## config.mk

```make
export PLATFORM = sky130hd
export DESIGN_NAME = pc_branch_ctrl
export DESIGN_NICKNAME = d
export VERILOG_FILES = /design/src/rtl/pc_branch_ctrl.sv
export SDC_FILE = /design/constraint.sdc
export NUM_CORES = 1
export LEC_CHECK = 0
export ABC_CLOCK_PERIOD_IN_PS = 2350
export CELL_PAD_IN_SITES_DETAIL_PLACEMENT = 1
export CELL_PAD_IN_SITES_GLOBAL_PLACEMENT = 2
export CORE_MARGIN = 10
export CORE_UTILIZATION = 21
export DETAILED_ROUTE_END_ITERATION = 6
export PLACE_DENSITY = 0.75
export SLEW_MARGIN = 5
export SYNTH_ARGS = -nofsm -noshare
export SYNTH_HDL_FRONTEND = slang
export SYNTH_SLANG_ARGS = --single-unit
```

## constraint.sdc

```tcl
create_clock -name clk -period 2.35 [get_ports clk]
set_input_delay 0.47 -clock clk [delete_from_list [all_inputs] [get_ports clk]]
set_output_delay 0.47 -clock clk [all_outputs]
set_load 0.02 [all_outputs]
```

## src/rtl/pc_branch_ctrl.sv

```systemverilog
// PC register, flag register and branch resolution for the fetch/decode pair.
// Branches wait one extra cycle when the EX instruction is still writing flags.
module pc_branch_ctrl (
   input  logic        clk,
   input  logic        rst_n,
   input  logic        stall_in,
   input  logic        halt,
   input  logic        br_valid,
   input  logic        br_reg,
   input  logic [2:0]  cond,
   input  logic [8:0]  imm,
   input  logic [15:0] reg_tgt,
   input  logic [15:0] id_pc_plus2,
   input  logic        ex_flag_pending,
   input  logic [2:0]  flag_we,
   input  logic [2:0]  alu_flags,
   output logic [15:0] pc,
   output logic [15:0] pc_plus2,
   output logic        flush,
   output logic        stall_out,
   output logic [2:0]  flags,
   output logic        halted
);

   typedef enum logic [1:0] {
      RUN   = 2'd0,
      FWAIT = 2'd1,
      HALT  = 2'd2
   } state_t;

   state_t      state;
   state_t      state_nx;
   logic [15:0] pc_nx;
   logic [15:0] off;
   logic [15:0] tgt;
   logic [2:0]  flags_nx;
   logic        taken;
   logic        fz;
   logic        fv;
   logic        fn;

   assign pc_plus2 = pc + 16'd2;
   assign halted   = (state == HALT);
   assign {fz, fv, fn} = flags;

   // Word offset: sign-extend and scale to bytes.
   assign off = {{6{imm[8]}}, imm, 1'b0};
   assign tgt = br_reg ? reg_tgt : (id_pc_plus2 + off);

   assign flags_nx = (flags & ~flag_we) | (alu_flags & flag_we);

   always_comb begin
      taken = 1'b0;
      unique case (cond)
         3'b000: taken = ~fz;
         3'b001: taken = fz;
         3'b010: taken = ~fz & ~fn;
         3'b011: taken = fn;
         3'b100: taken = ~fn;
         3'b101: taken = fz | fn;
         3'b110: taken = fv;
         3'b111: taken = 1'b1;
         default: taken = 1'b0;
      endcase
   end

   always_comb begin
      state_nx  = state;
      pc_nx     = pc;
      flush     = 1'b0;
      stall_out = 1'b0;
      unique case (state)
         RUN: begin
            if (!stall_in) begin
               if (halt) begin
                  state_nx = HALT;
               end else if (br_valid) begin
                  if (ex_flag_pending) begin
                     stall_out = 1'b1;
                     state_nx  = FWAIT;
                  end else if (taken) begin
                     flush = 1'b1;
                     pc_nx = tgt;
                  end else begin
                     pc_nx = pc_plus2;
                  end
               end else begin
                  pc_nx = pc_plus2;
               end
            end
         end
         FWAIT: begin
            if (!stall_in) begin
               state_nx = RUN;
               if (taken) begin
                  flush = 1'b1;
                  pc_nx = tgt;
               end else begin
                  pc_nx = pc_plus2;
               end
            end
         end
         HALT: begin
            state_nx = HALT;
         end
         default: begin
            state_nx = RUN;
         end
      endcase
      // Nothing leaves this block while reset is being applied.
      if (!rst_n) begin
         flush     = 1'b0;
         stall_out = 1'b0;
      end
   end

   always_ff @(posedge clk) begin
      if (!rst_n) begin
         state <= RUN;
         pc    <= 16'h0000;
         flags <= 3'b000;
      end else begin
         state <= state_nx;
         pc    <= pc_nx;
         flags <= flags_nx;
      end
   end

endmodule

```

==> results.cfg, run 1 <==
[status]
status = completed

[synth]
ys.flop_type = dfxtp_1
syn-num-nets = 383
synthCells = 310
syn_area_sq_mm = 0.00229
synthXorXnorAreaFrac_pct = 6.51
synth_simple_gate_area_share_pct = 25.4
synth_fa_ha_area_share_pct = 9.08
synth_seq_cells = 21
synth_mux_area_share_pct = 3.99
ys_seq_area_share_pct = 18.4
yosys.area.top_type_share_pct = 18.4
async_flop_share_pct = 0
synth_top_family_by_area = compound AO/OA/AOI/OAI gates
synth_compound_area_share_pct = 31.1
synth_area_leaders = dfxtp_1 (18%), ha_1 (8.2%), a21oi_1 (5.0%), nand2_1 (4.8%), nor2_1 (4.4%)
ys_types = 57
avgSynthCellArea_sq_um = 7.38
synth_edf_count = 0
yosys.area.top_type = dfxtp_1
yosys_warnings = 0

[finish]
layout_commonest_cell = buf_4
layout_common_cells = buf_4 (82), clkdlybuf4s50_1 (66), nand2_1 (29)
antenna_cells = 0
layout.nets = 545
area_delta_synth_final_pct = 77.4
instances_no_fill = 611
final_core_util_pct = 37.8
layout-drive-gt1-share_pct = 24.6

[sta]
fmax_mhz = 435
hold_violations = 0
setup_viol = 0
maxSlewHeadroom_pct = 74.7
rsz0062_at_grt = yes
fin_crit_ns = 2.30
worst_pin_slew_ns = 0.373
timing.hold.ws_ns = 0.526
fin_crit_sh_pct = 97.8
setup_tns_ns = 0
fin_skew_ns = 0.00184
drv_slew = 0

[place]
placement.io_buffers = 94
dp_hpwl_um = 8520
place_congestion = 0.838
placed_cells = 599

[drt]
drt_iter0_drc = 83
detail-route-antenna-nets = 0
dr_total_vias = 2956
drt-wirelength-per-cell_um = 16.5
drtPass1Iterations = 4
drt_wl_total_um = 10100
drc_errors = 0
via_per_inst = 4.84

[global_routing]
track_usage_pct = 12.1
grt_max_degree = 15
grt_pass1_wl_um = 16200
grt_pass1_vias = 3166
grt.overflow.total = 0
antenna_found_initial = 0

[die]
ios = 95
dieHeight_um = 124
core_sq_mm = 0.0107
placementRows = 38
start_util_pct = 21.3
die_area_sq_mm = 0.0155
die_w_um = 124

[pwr]
swShare_pct = 35.3
power_density_mw_per_mm2 = 330
p_clk_share_pct = 18.2
p_comb_share_pct = 52.9
power_frac_seq_pct = 28.9
power.switching_w = 0.000473
peakVddDrop_mv = 0.176
internal_power_w = 0.000868
power_leakage_nw = 1.72

[clock_network]
cts-root-buf = clkbuf_8
cts_buffers = 3
tritoncts = built
clock_latency_ns = 0.26
clock_tree.buffer_depth = 2
clk_pin_slew_ns = 0.08
htreeDepth = 1
cts_num_sinks = 21
cts_hold_buf = 0

[worst_setup_path]
crit_arrival_ns = 2.48
required_ns = 2.53
critical_path.startpoint_type = input pin
cp_max_fo = 2
end_kind = flop
critPathKind = in -> reg

[flow_run]
cap_violations = 0

[worst_hold_path]
hp-class = reg -> reg
==> stage by stage <==
stage          instance area [sq um]  power, W  setup WS (ns)
2_1_floorplan                   2290  0.000710         0.0373
3_3_place_gp                    3870   0.00105         -0.572
3_5_place_dp                    3870   0.00106         -0.632
4_1_cts                         3980   0.00133       0.000798
5_1_grt                         4060   0.00144        -0.0522
6_report                        4060   0.00134         0.0513
==> power by group through the flow <==
| stage | logic (W) | registers (W) | clock network, W |
|---|---|---|---|
| after floorplan | 0.000294 | 0.000416 | 0 |
| after detailed placement | 0.000668 | 0.000396 | 0 |
| after global placement | 0.000654 | 0.000394 | 0 |
| after global routing | 0.000777 | 0.000390 | 0.000269 |
| final | 0.000709 | 0.000387 | 0.000244 |
| after CTS | 0.000686 | 0.000387 | 0.000255 |
==> cell families (layout without fill, tap and decap cells) <==
| family | count (synthesis) | count (layout) |
|---|---|---|
| mux | 9 | 9 |
| flops | 21 | 21 |
| compound gates | 102 | 102 |
| xor+xnor | 17 | 17 |
| fa+ha+maj | 16 | 16 |
| simple gates | 115 | 115 |
| buf+inv | 30 | 191 |
==> cell type report <==
| type | instances | area, sq um |
|---|---|---|
| Clock buffer | 4 | 45.0 |
| Fill cell | 1339 | 6690 |
| Inverter | 12 | 45.0 |
| Multi-Input combinational cell | 259 | 1860 |
| Sequential cell | 21 | 420 |
| Tap cell | 140 | 175 |
| Timing Repair Buffer | 175 | 1510 |
==> worst max-delay path, stage by stage <==
cell and delay, ns:
dlygate4sd2_1 0.26, ha_4 0.22, a21o_1 0.21, or3_4 0.40, o21a_4 0.22, a2111oi_4 0.29, xnor2_1 0.14, a311oi_2 0.26
==> final timing paths <==
kind,endpoint,depth (start not counted),slack [ns],start
worst min-delay path,pc[0],2,0.53,pc[0]
worst max-delay path,pc[15],8,0.05,id_pc_plus2[8]
worst max register to register,pc[14],7,0.43,flop
worst min register to register,pc[0],2,0.53,pc[0]
==> timing repair <==
item	CTS	global route
resized for setup	46	28
setup buffers	4	4
pin swaps	15	15
endpoints found under the setup margin	21	15
==> layer usage <==
metal,GRT usage [%],wire length (um),up-vias
met1,14.1,4470,1404
li1,-,-,1485
met5,0,0,-
met4,1.85,67,0
met3,2.34,374,5
met2,22.3,5180,62
==> cells in the mapped netlist (2+ instances only) <==
cell	n
buf_2	2
o21ai_0	18
a21boi_0	3
nor3b_1	2
nor3_1	8
o2111ai_1	2
o21a_1	7
a22oi_1	3
o221ai_1	4
or4_1	2
a21o_1	4
ha_1	15
a21oi_1	23
dfxtp_1	21
a211oi_1	3
nand2_1	29
o21bai_1	2
o31ai_1	4
and4_1	2
nor2b_1	4
o31a_1	2
a31oi_1	4
inv_1	12
nand3_1	15
nand4b_1	2
clkbuf_1	14
a211o_1	2
nor2_1	27
nand4_1	6
nand2b_1	2
xnor2_1	8
and3_1	6
o211ai_1	10
nor4b_1	3
mux2i_1	8
xor2_1	9
and2_1	2
Power figures use the tool's default switching activity.
==> inputs of run 2 (changes only) <==
MAX_ROUTING_LAYER = met4   (was default)
==> results.cfg, run 2 (synthesis gave the netlist of run 1 again) <==
[drt]
highest_layer = met4
drt_wl_total_um = 10100
via_per_inst = 4.82
met2_length_um = 5170
drtPass1Iterations = 4
drt_iter0_drc = 95
dr_total_vias = 2944
drt-wirelength-per-cell_um = 16.5
wl_met1_um = 4590
detail-route-antenna-nets = 0
drc_errors = 0
met3_length_um = 256

[worst_hold_path]
hp-class = reg -> reg

[sta]
rsz0062_at_grt = yes
timing.hold.ws_ns = 0.526
setup_viol = 0
drv_slew = 0
fin_crit_sh_pct = 97.9
worst_pin_slew_ns = 0.374
hold_violations = 0
fin_crit_ns = 2.30
maxSlewHeadroom_pct = 74.7
fmax_mhz = 435
fin_skew_ns = 0.00194

[worst_setup_path]
cp_slowest_cell = or3_4
worstPathCellList = dlygate4sd2_1 -> ha_4 -> a21o_1 -> or3_4 -> o21a_4 -> a2111oi_4 -> xnor2_1 -> a311oi_2
cp_max_fo = 2
critPathKind = in -> reg
critical_path.startpoint_type = input pin
end_kind = flop
required_ns = 2.53
slowest_delay_ns = 0.40
crit_arrival_ns = 2.48

[die]
die_w_um = 124
die_area_sq_mm = 0.0155
start_util_pct = 21.3
dieHeight_um = 124
ios = 95
core_sq_mm = 0.0107
placementRows = 38

[finish]
layout_common_cells = buf_4 (82), clkdlybuf4s50_1 (66), nand2_1 (29)
area_delta_synth_final_pct = 77.4
n_fill_cell = 1339
design_area_sq_mm = 0.00406
final_core_util_pct = 37.8
layout.nets = 545
seq_area_sq_um = 420
multi_input_area_sq_mm = 0.00186
layout_commonest_cell = buf_4
antenna_cells = 0
layout-drive-gt1-share_pct = 24.6

[clock_network]
clock_tree.buffer_depth = 2
cts-root-buf = clkbuf_8
htreeDepth = 1
tritoncts = built
cts_buffers = 3
clk_pin_slew_ns = 0.08
clock_latency_ns = 0.26
cts_num_sinks = 21
cts_hold_buf = 0

[pwr]
power.switching_w = 0.000472
power_density_mw_per_mm2 = 330
power_w = 0.00134
swShare_pct = 35.2
power_frac_seq_pct = 28.9
power_leakage_nw = 1.72
p_comb_share_pct = 52.9
internal_power_w = 0.000868
p_clk_share_pct = 18.2
peakVddDrop_mv = 0.175

[global_routing]
grt_pass1_vias = 3168
antenna_found_initial = 0
grt_pass1_wl_um = 16200
track_usage_pct = 12.4
grt_max_degree = 15
grt.overflow.total = 0

[place]
place_congestion = 0.851
placed_area_sq_mm = 0.00387
placement.io_buffers = 94
dp_hpwl_um = 8520

[flow_run]
cap_violations = 0

[status]
status = completed
[run 2: cell counts in the layout (fill, tap and decap cells not counted)]
Identical to the previous run, type by type.
[run 2: path summary, 6_finish.rpt]
| kind | slack [ns] | to | from | cells past startpoint |
|---|---|---|---|---|
| hold reg to reg | 0.53 | pc[0] | pc[0] | 2 |
| setup reg to reg | 0.43 | pc[14] | flop | 7 |
| hold / removal | 0.53 | pc[0] | pc[0] | 2 |
| setup / recovery | 0.05 | pc[15] | id_pc_plus2[8] | 8 |
[run 2: repair_timing]
action / 4_1_cts / 5_1_grt
pin swaps: 15 / 15
gates resized for setup: 46 / 28
endpoints found under the setup margin: 21 / 15
setup buffers: 4 / 4
[run 2: layout make-up]
class / count / area share, %
inverters: 12 / 1.11
flip-flops and latches: 21 / 10.4
multi-input cells: 259 / 45.9
clock buffers: 4 / 1.11
well taps: 140 / 4.32
repair buffers: 175 / 37.2
[run 2: critical path, delay by kind of cell]
| kind | cells | cell delay, ns |
|---|---|---|
| buffers and inverters | 1 | 0.26 |
| adders and majority gates | 1 | 0.22 |
| AOI/OAI and AO/OA | 4 | 0.98 |
| and+or+nand+nor | 1 | 0.40 |
| xor gates and xnor gates | 1 | 0.14 |
[run 2: metal layers]
layer / vias to the layer above / track usage, %
met3: 7 / 1.74
met2: 60 / 22.3
met4: 0 / 1.85
met5: - / -
li1: 1484 / -
met1: 1393 / 14.5
[run 2: power groups by stage]
| stage | logic, W | clock network, W | registers [W] |
|---|---|---|---|
| final | 0.000709 | 0.000244 | 0.000387 |
| after global placement | 0.000654 | 0 | 0.000394 |
| after global routing | 0.000777 | 0.000269 | 0.000390 |
| after detailed placement | 0.000668 | 0 | 0.000396 |
| after CTS | 0.000686 | 0.000255 | 0.000387 |
| after floorplan | 0.000294 | 0 | 0.000416 |
[run 2: through the flow]
stage / TNS (ns) / worst slack [ns] / instances
floorplan: 0 / 0.0373 / 310
global placement: -4.27 / -0.572 / 599
detailed placement: -5.02 / -0.632 / 599
CTS: 0 / 0.000798 / 607
global route: -0.0522 / -0.0522 / 611
finish: 0 / 0.0500 / 611
==> inputs of run 3 (changes only) <==
CORE_ASPECT_RATIO = 0.8   (was default)
==> results.cfg, run 3 (synthesis gave the netlist of run 1 again) <==
[pwr]
power_density_mw_per_mm2 = 360
peakVddDrop_mv = 0.191
power_leakage_nw = 1.80

[global_routing]
grt_pass1_vias = 3207
grt_pass1_wl_um = 16400
grt.overflow.total = 0
track_usage_pct = 13.2
antenna_found_initial = 0
grt_max_degree = 18

[clock_network]
cts-root-buf = clkbuf_16
clock_latency_ns = 0.26
clock_tree.buffer_depth = 2
cts_num_sinks = 21
cts_buffers = 3
tritoncts = built
clk_pin_slew_ns = 0.06
htreeDepth = 1
cts_hold_buf = 0

[sta]
hold_violations = 0
timing.hold.ws_ns = 0.530
maxSlewHeadroom_pct = 71.8
worst_pin_slew_ns = 0.417
setup_tns_ns = 0
fin_crit_ns = 2.29
setup_viol = 0
fmax_mhz = 437
drv_slew = 0
fin_crit_sh_pct = 97.5
fin_skew_ns = 0.00512

[finish]
layout.nets = 554
area_delta_synth_final_pct = 81.2
layout_commonest_cell = buf_4
layout-drive-gt1-share_pct = 28.1
layout_common_cells = buf_4 (90), clkdlybuf4s50_1 (63), nand2_1 (28)
antenna_cells = 0

[die]
core_sq_mm = 0.0108
die_w_um = 137
die_area_sq_mm = 0.0155
ios = 95
dieHeight_um = 113
placementRows = 34
start_util_pct = 21.3

[worst_setup_path]
cp_max_fo = 6
crit_arrival_ns = 1.82
worstPathCellList = dlygate4sd2_1 -> a211o_1 -> o2111ai_1 -> o2111a_1 -> and2_4 -> buf_4
cp_slowest_cell = a211o_1
worst-path-buf-inv = 2
setup.worst_path.start = cond[1]
end_kind = output pin
slowest_delay_ns = 0.30
critPathKind = in -> out
required_ns = 1.88
critical_path.startpoint_type = input pin
cp_top_family = compound AO/OA/AOI/OAI gates

[place]
placement.io_buffers = 94
dp_hpwl_um = 8850
place_congestion = 0.839

[drt]
via_per_inst = 4.85
drc_errors = 0
drtPass1Iterations = 4
detail-route-antenna-nets = 0
drt_wl_total_um = 10400
dr_total_vias = 3024
drt-wirelength-per-cell_um = 16.6
drt_iter0_drc = 145

[status]
status = completed

[worst_hold_path]
hp-class = reg -> reg
worstHoldStart = pc[0]

[flow_run]
cap_violations = 0
==> run 3: cell types whose count changed in the layout (fill, tap and decap cells not counted), sizes merged <==
cell and change:
clkdlybuf4s50 -3, clkbuf +6, dlygate4sd2 -2, clkinv +1
clkdlybuf4s15 -3, buf +9, dlymetal6s2s +1
==> run 3: metal layers <==
layer  part of all wire, %  routed length, um  GRT usage (%)
met4                   1.8                186           3.47
met5                     0                  0              -
met3                   3.5                364           1.36
met2                    49               5060           22.7
met1                    46               4780           16.0
==> run 3: cell type report <==
class	instances	area, sq um
multi-input cells	259	1870
flip-flops and latches	21	420
well taps	144	180
fillers	1310	6620
clock inverters	1	5.00
inverters	12	45.0
clock buffers	3	75.1
repair buffers	184	1550
==> run 3: repair_timing <==
item                                    CTS  global route
pin swaps                                15            12
cloned                                    0             0
endpoints found under the setup margin   22            16
gates resized for setup                  60            32
setup buffers                             7             1
==> run 3: worst paths after layout <==
| kind | end | slack [ns] | cells after the start |
|---|---|---|---|
| min reg2reg | pc[0] | 0.53 | 2 |
| max | flush | 0.06 | 6 |
| max reg2reg | pc[14] | 0.37 | 7 |
| min | pc[0] | 0.53 | 2 |
==> run 3: worst register-to-register path, cell delays in order (launching register included) <==
cell      delay, ns
dfxtp_1        0.36
nor4b_1        0.45
a21oi_2        0.09
o2111a_1       0.17
buf_4          0.20
and3_1         0.20
o31ai_1        0.29
nand3_1        0.10
==> run 3: stage by stage <==
step	worst slack (ns)	utilization, %	cells	total power (W)	cell area [sq um]
floorplan	0.0373	-	310	0.000710	2290
global placement	-0.657	36.7	613	0.00107	3950
detailed placement	-0.669	36.7	613	0.00108	3950
CTS	0.00843	38.5	623	0.00149	4150
global route	-0.00170	38.5	624	0.00158	4150
finish	0.0595	38.5	624	0.00149	4150
==> run 3: where the power goes <==
part / total [W] / switching [W] / internal [W]
Combinational: 0.000734 / 0.000350 / 0.000384
Sequential: 0.000386 / 0.0000138 / 0.000372
Clock: 0.000372 / 0.000143 / 0.000229
Total: 0.00149 / 0.000507 / 0.000986
